===== src/rtl/memory_arbiter.sv =====
// Shares one RAM port between the instruction and data requesters; data has priority.
// Optional starvation guard enabled by defining MEM_ARB_STARVE_EN.
module memory_arbiter #(
  parameter int WORD_W       = 32,
  parameter int STARVE_LIMIT = 4
) (
  input  logic              CLK,
  input  logic              nRST,
  input  logic              iREN,
  input  logic [WORD_W-1:0] iaddr,
  output logic              iwait,
  output logic [WORD_W-1:0] iload,
  input  logic              dREN,
  input  logic              dWEN,
  input  logic [WORD_W-1:0] daddr,
  input  logic [WORD_W-1:0] dstore,
  output logic              dwait,
  output logic [WORD_W-1:0] dload,
  output logic              ramREN,
  output logic              ramWEN,
  output logic [WORD_W-1:0] ramaddr,
  output logic [WORD_W-1:0] ramstore,
  input  logic [WORD_W-1:0] ramload,
  input  logic [1:0]        ramstate
);

  typedef enum logic [1:0] {
    IDLE   = 2'd0,
    IGRANT = 2'd1,
    DGRANT = 2'd2
  } state_t;

  localparam logic [1:0] RAM_ACCESS = 2'd2;
  localparam logic [1:0] RAM_ERROR  = 2'd3;

  state_t state_r;
  state_t state_next_s;
  logic   d_req_s;
  logic   i_access_s;
  logic   d_access_s;
  logic   force_i_s;

  // A completion only counts while the granted requester still holds its request
  assign d_req_s    = dREN | dWEN;
  assign i_access_s = (state_r == IGRANT) && (ramstate == RAM_ACCESS) && iREN;
  assign d_access_s = (state_r == DGRANT) && (ramstate == RAM_ACCESS) && d_req_s;

`ifdef MEM_ARB_STARVE_EN
  localparam logic [3:0] STARVE_MAX = 4'(STARVE_LIMIT);
  logic [3:0] starve_cnt_r;

  // Count data completions that left a pending instruction request waiting
  always_ff @(posedge CLK or negedge nRST) begin
    if (!nRST) begin
      starve_cnt_r <= 4'd0;
    end else if (i_access_s) begin
      starve_cnt_r <= 4'd0;
    end else if (d_access_s && iREN && (starve_cnt_r != STARVE_MAX)) begin
      starve_cnt_r <= starve_cnt_r + 4'd1;
    end else begin
      starve_cnt_r <= starve_cnt_r;
    end
  end

  assign force_i_s = (starve_cnt_r == STARVE_MAX) && iREN;
`else
  logic unused_limit_s;
  assign unused_limit_s = ^(4'(STARVE_LIMIT));
  assign force_i_s      = 1'b0;
`endif

  // State register
  always_ff @(posedge CLK or negedge nRST) begin
    if (!nRST) begin
      state_r <= IDLE;
    end else begin
      state_r <= state_next_s;
    end
  end

  // Arbitration, abort, completion and error-retry transitions
  always_comb begin
    state_next_s = state_r;
    case (state_r)
      IDLE: begin
        if (force_i_s) begin
          state_next_s = IGRANT;
        end else if (d_req_s) begin
          state_next_s = DGRANT;
        end else if (iREN) begin
          state_next_s = IGRANT;
        end else begin
          state_next_s = IDLE;
        end
      end
      IGRANT: begin
        if (!iREN || (ramstate == RAM_ACCESS) || (ramstate == RAM_ERROR)) begin
          state_next_s = IDLE;
        end else begin
          state_next_s = IGRANT;
        end
      end
      DGRANT: begin
        if (!d_req_s || (ramstate == RAM_ACCESS) || (ramstate == RAM_ERROR)) begin
          state_next_s = IDLE;
        end else begin
          state_next_s = DGRANT;
        end
      end
      default: state_next_s = IDLE;
    endcase
  end

  // RAM port steering from the current winner
  always_comb begin
    ramREN   = 1'b0;
    ramWEN   = 1'b0;
    ramaddr  = '0;
    ramstore = '0;
    case (state_r)
      IGRANT: begin
        ramREN  = 1'b1;
        ramaddr = iaddr;
      end
      DGRANT: begin
        ramWEN   = dWEN;
        ramREN   = dREN & ~dWEN;
        ramaddr  = daddr;
        ramstore = dstore;
      end
      default: begin
        ramREN = 1'b0;
      end
    endcase
  end

  assign iwait = ~i_access_s;
  assign dwait = ~d_access_s;
  assign iload = ramload;
  assign dload = ramload;

endmodule


===== config.mk =====
export PLATFORM = sky130hd
export DESIGN_NAME = memory_arbiter
export DESIGN_NICKNAME = d
export VERILOG_FILES = /design/src/rtl/memory_arbiter.sv
export SDC_FILE = /design/constraint.sdc
export NUM_CORES = 1
export LEC_CHECK = 0
export BUFFER_PORTS_ARGS = -buffer_cell sky130_fd_sc_hd__buf_2
export CAP_MARGIN = 20
export CORE_AREA = 2 2 103 105
export CTS_CLUSTER_SIZE = 24
export DETAILED_ROUTE_END_ITERATION = 8
export DIE_AREA = 0 0 105 107
export PLACE_DENSITY = 0.56
export SLEW_MARGIN = 10
export SYNTH_ARGS = -nofsm -noshare
export SYNTH_HDL_FRONTEND = slang
export SYNTH_SLANG_ARGS = --single-unit
export TNS_END_PERCENT = 1

===== constraint.sdc =====
create_clock -name CLK -period 1.2 [get_ports CLK]
set_input_delay 0.06 -clock CLK [delete_from_list [all_inputs] [get_ports CLK]]
set_output_delay 0.06 -clock CLK [all_outputs]
set_load 0.02 [all_outputs]

==> impl_metrics.csv, run 1 <==
group,metric,value,unit
status,status,"finished with violations",
status,violations,"negative setup slack",
pwr,cell_internal_pwr,2.34,mW
finish,area_growth,115,%
synth,ys.warnings.count,0,
finish,final_common_cell,"buf_2",
run,max_cap_violations,0,
setup_path,crit_arrival,1.52,ns
place,dp_slack,-0.229,ns
sta,finalSetupTns,-21.37,ns
synth,ys_seq_area_share,3.60,%
sta,post-route-min-period,1.58,ns
sta,final-hold-violation-count,0,
pwr,power_frac_clock,6.6,%
global_routing,grt_antenna_before_repair,0,
setup_path,cpLargestDelayFamily,"buffers and inverters",
pwr,seqPwrFrac,2.4,%
synth,syn-cell-area,1390,sq um
setup_path,worstPathCellList,"buf_4, ha_4, clkbuf_16, a22oi_2, nor2b_4, buf_6",
die,boundaryPins,267,
synth,syn_inst,196,
sta,post-route-period-util,132,%
sta,final-max-slew-violation-count,0,
sta,setup_viol,70,
synth,syn_area_per_cell,7.09,sq um
clock_tree,clock_latency,0.21,ns
setup_path,criticalPathCategory,"register to output port",
die,core_area,10100,sq um
place,dpl_cell_area,2250,sq um
die,fp-row-count,37,
route,drtPass1Iterations,4,
sta,slew_headroom,84.0,%
synth,syn_nets,335,
route,avgRoutedWirePerCell,15.6,um
clock_tree,cts-root-buf,"clkbuf_8",
setup_path,startpoint_type,"register",
clock_tree,cts_sinks,2,
pwr,p_sw,1.72,mW
setup_path,crit_slowest_cell,"dfrtp_1",
pwr,p_sw_share,42.3,%
global_routing,grt_pass1_wl,9.38,mm
pwr,irDropWorstVdd,0.461,mV
setup_path,cp_max_fo,12,
pwr,combPwrFrac,91.0,%
sta,clock.fmax,0.633,GHz
synth,synth_top_cell_by_area,"buf_4",
finish,mostFrequentLayoutCells,"buf_2, buf_6, a22oi_2, nor2b_4, and2_4",
sta,final.setup_skew,0.0000131,ns
clock_tree,cts.clk_slew.worst_paths,0.03,ns
finish,post-route-cell-area,2990,sq um
synth,synth_cell_types,18,
sta,fin_hold_ws,0.119,ns
finish,top_register,"state_r",
finish,diodes,0,
worst_hold_path,hold_class,"primary input to register",
setup_path,worst_ep_required_time,1.14,ns
die,fp.dieW,105,um
finish,drive_gt1_share,88.6,%
clock_tree,cts_buffers,3,
route,ant_nets,0,
place,dp_hpwl,5.05,mm
sta,tightest_slew,0.240,ns
place,gp_congestion,0.685,
global_routing,overflow,0,
die,start_util,13.8,%
finish,nets,448,
route,drcViolationCount,0,
clock_tree,cts_tree,"yes",
setup_path,slowest_delay,0.38,ns
setup_path,cp-end-kind,"output port",
die,fp.dieH,107,um
synth,synth_seq_cells,2,
finish,largest_register_ffs,2,
route,drt_iter0_markers,61,
synth,yosys-top-cells-area,"buf_4, a22oi_1, and2_1",
pwr,p_leak,1.41,nW
clock_tree,htree_levels,1,
clock_tree,cts_max_path_buffers,2,
global_routing,grt_usage,10.7,%
route,via_per_inst,3.90,
sta,rsz0062_at_grt,"yes",
synth,synth_top_cell_area_share,35.1,%
global_routing,grt_pass1_vias,1796,
setup_path,critPathBufInv,3,
route,wl,6.91,mm
finish,reg_top3,"state_r x2",
pwr,power_density,1360,nW/um^2
place,io_buffers,170,
sta,setup_slack,-0.381,ns
global_routing,grt_max_degree,34,
route,vias,1727,
die,die-area,11200,sq um
## cell type report
class / instances / area, sq um
Multi-Input combinational cell: 113 / 1230
Fill cell: 1058 / 7100
Timing Repair Buffer: 186 / 1490
Inverter: 3 / 11.3
Clock buffer: 3 / 41.3
Tap cell: 136 / 170
Sequential cell: 2 / 50.0
## through the flow
step | instances | utilization, % | power, mW
6_report | 443 | 29.7 | 4.06
3_3_place_gp | 432 | 22.3 | 2.71
5_1_grt | 443 | 29.7 | 4.29
2_1_floorplan | 196 | - | 2.17
3_5_place_dp | 432 | 22.3 | 2.75
4_1_cts | 438 | 27.1 | 3.72
## tightest hold or removal path, cell delays in order
cell and delay (ns):
buf_2 0.12, nand2b_1 0.08, a21oi_2 0.03
## worst paths after layout
path	to	slack, ns	depth (start not counted)	startpoint
setup / recovery	ramaddr[9]	-0.38	6	state_r[0]
hold / removal	state_r[0]	0.12	3	iREN
setup reg to reg	state_r[1]	-0.10	6	state_r[0]
hold reg to reg	state_r[1]	0.75	3	state_r[0]
max in group asynchronous	state_r[0]	0.91	2	nRST
min in group asynchronous	state_r[1]	0.19	2	nRST
## routing by layer
metal / vias up / GRT usage, % / wire [um]
li1: 805 / - / -
met1: 773 / 11.4 / 2570
met2: 115 / 19.6 / 3520
met3: 34 / 1.88 / 545
met4: 0 / 6.38 / 275
met5: - / 0 / 0
## power by group through the flow
stage	Sequential [mW]	Clock (mW)	Combinational [mW]
floorplan	0.0892	0	2.08
global route	0.0982	0.280	3.91
detailed placement	0.0919	0	2.66
global placement	0.0910	0	2.62
CTS	0.0961	0.277	3.34
finish	0.0970	0.267	3.69
## Yosys cell counts (all sizes together)
| library cell | instances |
|---|---|
| and2 | 33 |
| or3b | 1 |
| nor2b | 33 |
| a21oi | 1 |
| buf | 74 |
| ha | 4 |
| nor2 | 1 |
| o21a | 1 |
| nand3b | 1 |
| and3b | 1 |
| dfrtp | 2 |
| a22oi | 32 |
| nand2b | 3 |
| nand3 | 1 |
| clkbuf | 4 |
| inv | 3 |
| a211oi | 1 |
## cell families (layout without fill, tap and decap cells)
logic type / after synthesis / count (layout) / share of synthesized area, %
buffers and inverters: 81 / 192 / 40.2
and+or+nand+nor: 74 / 74 / 33.5
adders and majority gates: 4 / 4 / 3.60
DFF: 2 / 2 / 3.60
AOI/OAI and AO/OA: 35 / 35 / 19.1
## timing repair
action	in CTS	in global routing
gates cloned	2	2
hold endpoints to repair	2	0
endpoints found under the setup margin	70	70
pin swaps	14	19
hold buffers	1	0
gates resized for setup	115	56
setup buffers	0	3
Power figures use the tool's default switching activity.
==> inputs of run 2 (changes only) <==
==> constraint.sdc (replaced) <==
create_clock -name CLK -period 1.2 [get_ports CLK]
set_input_delay 0.24 -clock CLK [delete_from_list [all_inputs] [get_ports CLK]]
set_output_delay 0.24 -clock CLK [all_outputs]
set_load 0.02 [all_outputs]
==> impl_metrics.csv, run 2 (synthesis gave the netlist of run 1 again) <==
group,metric,value,unit
status,status,"finished with violations",
status,violations,"negative setup slack",
setup_path,startpoint_type,"register",
setup_path,worst_ep_required_time,0.96,ns
global_routing,grt_pass1_vias,1683,
die,fp.dieH,107,um
sta,post-route-period-util,150,%
clock_tree,cts_tree,"yes",
finish,largest_register_ffs,2,
clock_tree,clock_latency,0.21,ns
sta,post-route-min-period,1.80,ns
pwr,power_density,1310,nW/um^2
finish,diodes,0,
finish,nets,445,
setup_path,crit_arrival,1.56,ns
global_routing,grt_antenna_before_repair,0,
finish,reg_top3,"state_r x2",
finish,utilization,27.2,%
die,fp-row-count,37,
pwr,p_sw_share,44.5,%
sta,setup_viol,70,
setup_path,critPathBufInv,3,
finish,final_common_cell,"buf_2",
pwr,cell_internal_pwr,1.99,mW
sta,tightest_slew,0.228,ns
setup_path,reg2regPathDepth,5,
clock_tree,cts.clk_slew.worst_paths,0.03,ns
setup_path,endpoint,"ramREN",
die,fp.dieW,105,um
setup_path,worstPathCellList,"inv_2, ha_4, buf_6, and3b_1, o21a_2, buf_2",
pwr,p_leak,1.34,nW
sta,rsz0062_at_grt,"yes",
global_routing,grt_usage,8.47,%
die,start_util,13.8,%
sta,finalSetupTns,-35.43,ns
finish,area_growth,97.5,%
setup_path,rrSetupSlack,-0.19,ns
setup_path,cp-startpoint,"state_r[0]",
finish,drive_gt1_share,89.8,%
route,drtPass1Iterations,4,
die,core_area,10100,sq um
finish,top_register,"state_r",
sta,final-hold-violation-count,0,
route,vias,1682,
clock_tree,cts_sinks,2,
run,max_cap_violations,0,
setup_path,criticalPathCategory,"register to output port",
setup_path,cpLargestDelayFamily,"flip-flops",
pwr,finalPower,3.59,mW
pwr,p_sw,1.60,mW
route,drcViolationCount,0,
pwr,irDropWorstVdd,1.09,mV
sta,setup_slack,-0.603,ns
clock_tree,cts-root-buf,"clkbuf_8",
worst_hold_path,hold_class,"primary input to register",
die,die-area,11200,sq um
route,avgRoutedWirePerCell,13.5,um
setup_path,crit_slowest_cell,"dfrtp_1",
clock_tree,post-cts-setup-buffer-count,0,
setup_path,r2r-end,"state_r[1]",
finish,mostFrequentLayoutCells,"buf_2, a22oi_2, nor2b_4, buf_4, buf_6",
global_routing,overflow,0,
place,io_buffers,170,
sta,final-max-slew-violation-count,0,
route,drt_iter0_markers,73,
setup_path,cp_max_fo,9,
die,boundaryPins,267,
pwr,combPwrFrac,89.9,%
pwr,power_frac_clock,7.4,%
global_routing,grt_max_degree,39,
setup_path,cp.depth,6,
setup_path,r2r_start,"state_r[0]",
clock_tree,cts_buffers,3,
sta,slew_headroom,84.8,%
route,ant_nets,0,
setup_path,cp-end-kind,"output port",
place,gp_congestion,0.657,
clock_tree,cts_max_path_buffers,2,
global_routing,grt_pass1_wl,7.87,mm
clock_tree,htree_levels,1,
route,via_per_inst,3.82,
sta,final.setup_skew,0.00217,ns
pwr,seqPwrFrac,2.7,%
place,dp_hpwl,4.45,mm
sta,clock.fmax,0.555,GHz
route,wl,5.95,mm
setup_path,slowest_delay,0.41,ns
## run 2: cell count changes in the layout (fill, tap and decap cells not counted)
| cell | before | now |
|---|---|---|
| and2_1 | 15 | 14 |
| and2_2 | 0 | 6 |
| and2_4 | 18 | 13 |
| buf_12 | 5 | 3 |
| buf_16 | 2 | 0 |
| buf_2 | 105 | 127 |
| buf_4 | 14 | 25 |
| buf_6 | 57 | 24 |
| clkbuf_16 | 2 | 3 |
| nor2b_1 | 3 | 1 |
| nor2b_2 | 1 | 3 |
| o21a_1 | 1 | 0 |
| o21a_2 | 0 | 1 |
## run 2: how the worst min path moves through the flow
stage	from	to	cells after the start	slack, ns
after floorplan	nRST	state_r[0]	0	-0.06
after global placement	nRST	state_r[1]	1	0.03
after detailed placement	nRST	state_r[0]	1	0.03
after CTS	iREN	state_r[0]	3	0.32
after global routing	nRST	state_r[0]	2	0.33
final	iREN	state_r[0]	3	0.31
## run 2: routing by layer
layer | vias up | wire length [um] | track usage, % | part of all wire [%]
li1 | 802 | - | - | -
met1 | 756 | 2150 | 8.18 | 36
met2 | 104 | 3160 | 16.6 | 53
met3 | 20 | 511 | 2.25 | 8.6
met4 | 0 | 125 | 4.00 | 2.1
met5 | - | 0 | 0 | 0
## run 2: worst min-delay path, cell delays in order
cell	delay, ns
buf_2	0.12
nand2b_1	0.08
a21oi_2	0.04
## run 2: metrics by stage
stage	std cells	setup WS (ns)	cell area (sq um)	hold slack [ns]
after floorplan	196	-0.181	1840	-0.0556
after global routing	440	-0.677	2750	0.328
after CTS	437	-0.609	2430	0.316
final	440	-0.603	2750	0.313
after detailed placement	433	-0.402	2370	0.0286
after global placement	433	-0.369	2370	0.0283
## run 2: power groups by stage
stage	sequential [mW]	clock [mW]	combinational (mW)
after floorplan	0.0896	0	2.31
after global placement	0.0913	0	2.70
after detailed placement	0.0915	0	2.73
after CTS	0.0930	0.269	2.75
after global routing	0.100	0.281	3.44
final	0.0982	0.265	3.23
## run 2: area by class of cell
type / instances / area (sq um)
flip-flops and latches: 2 / 50.0
inverters: 3 / 11.3
multi-input cells: 113 / 1230
repair buffers: 183 / 1240
well taps: 136 / 170
fillers: 1080 / 7350
clock buffers: 3 / 41.3
## run 2: what timing repair did
item	CTS	global route
setup endpoints to repair	70	70
hold endpoints to repair	2	0
gates resized for setup	3	77
hold buffers	1	0
pin swaps	1	8
gates cloned	0	3
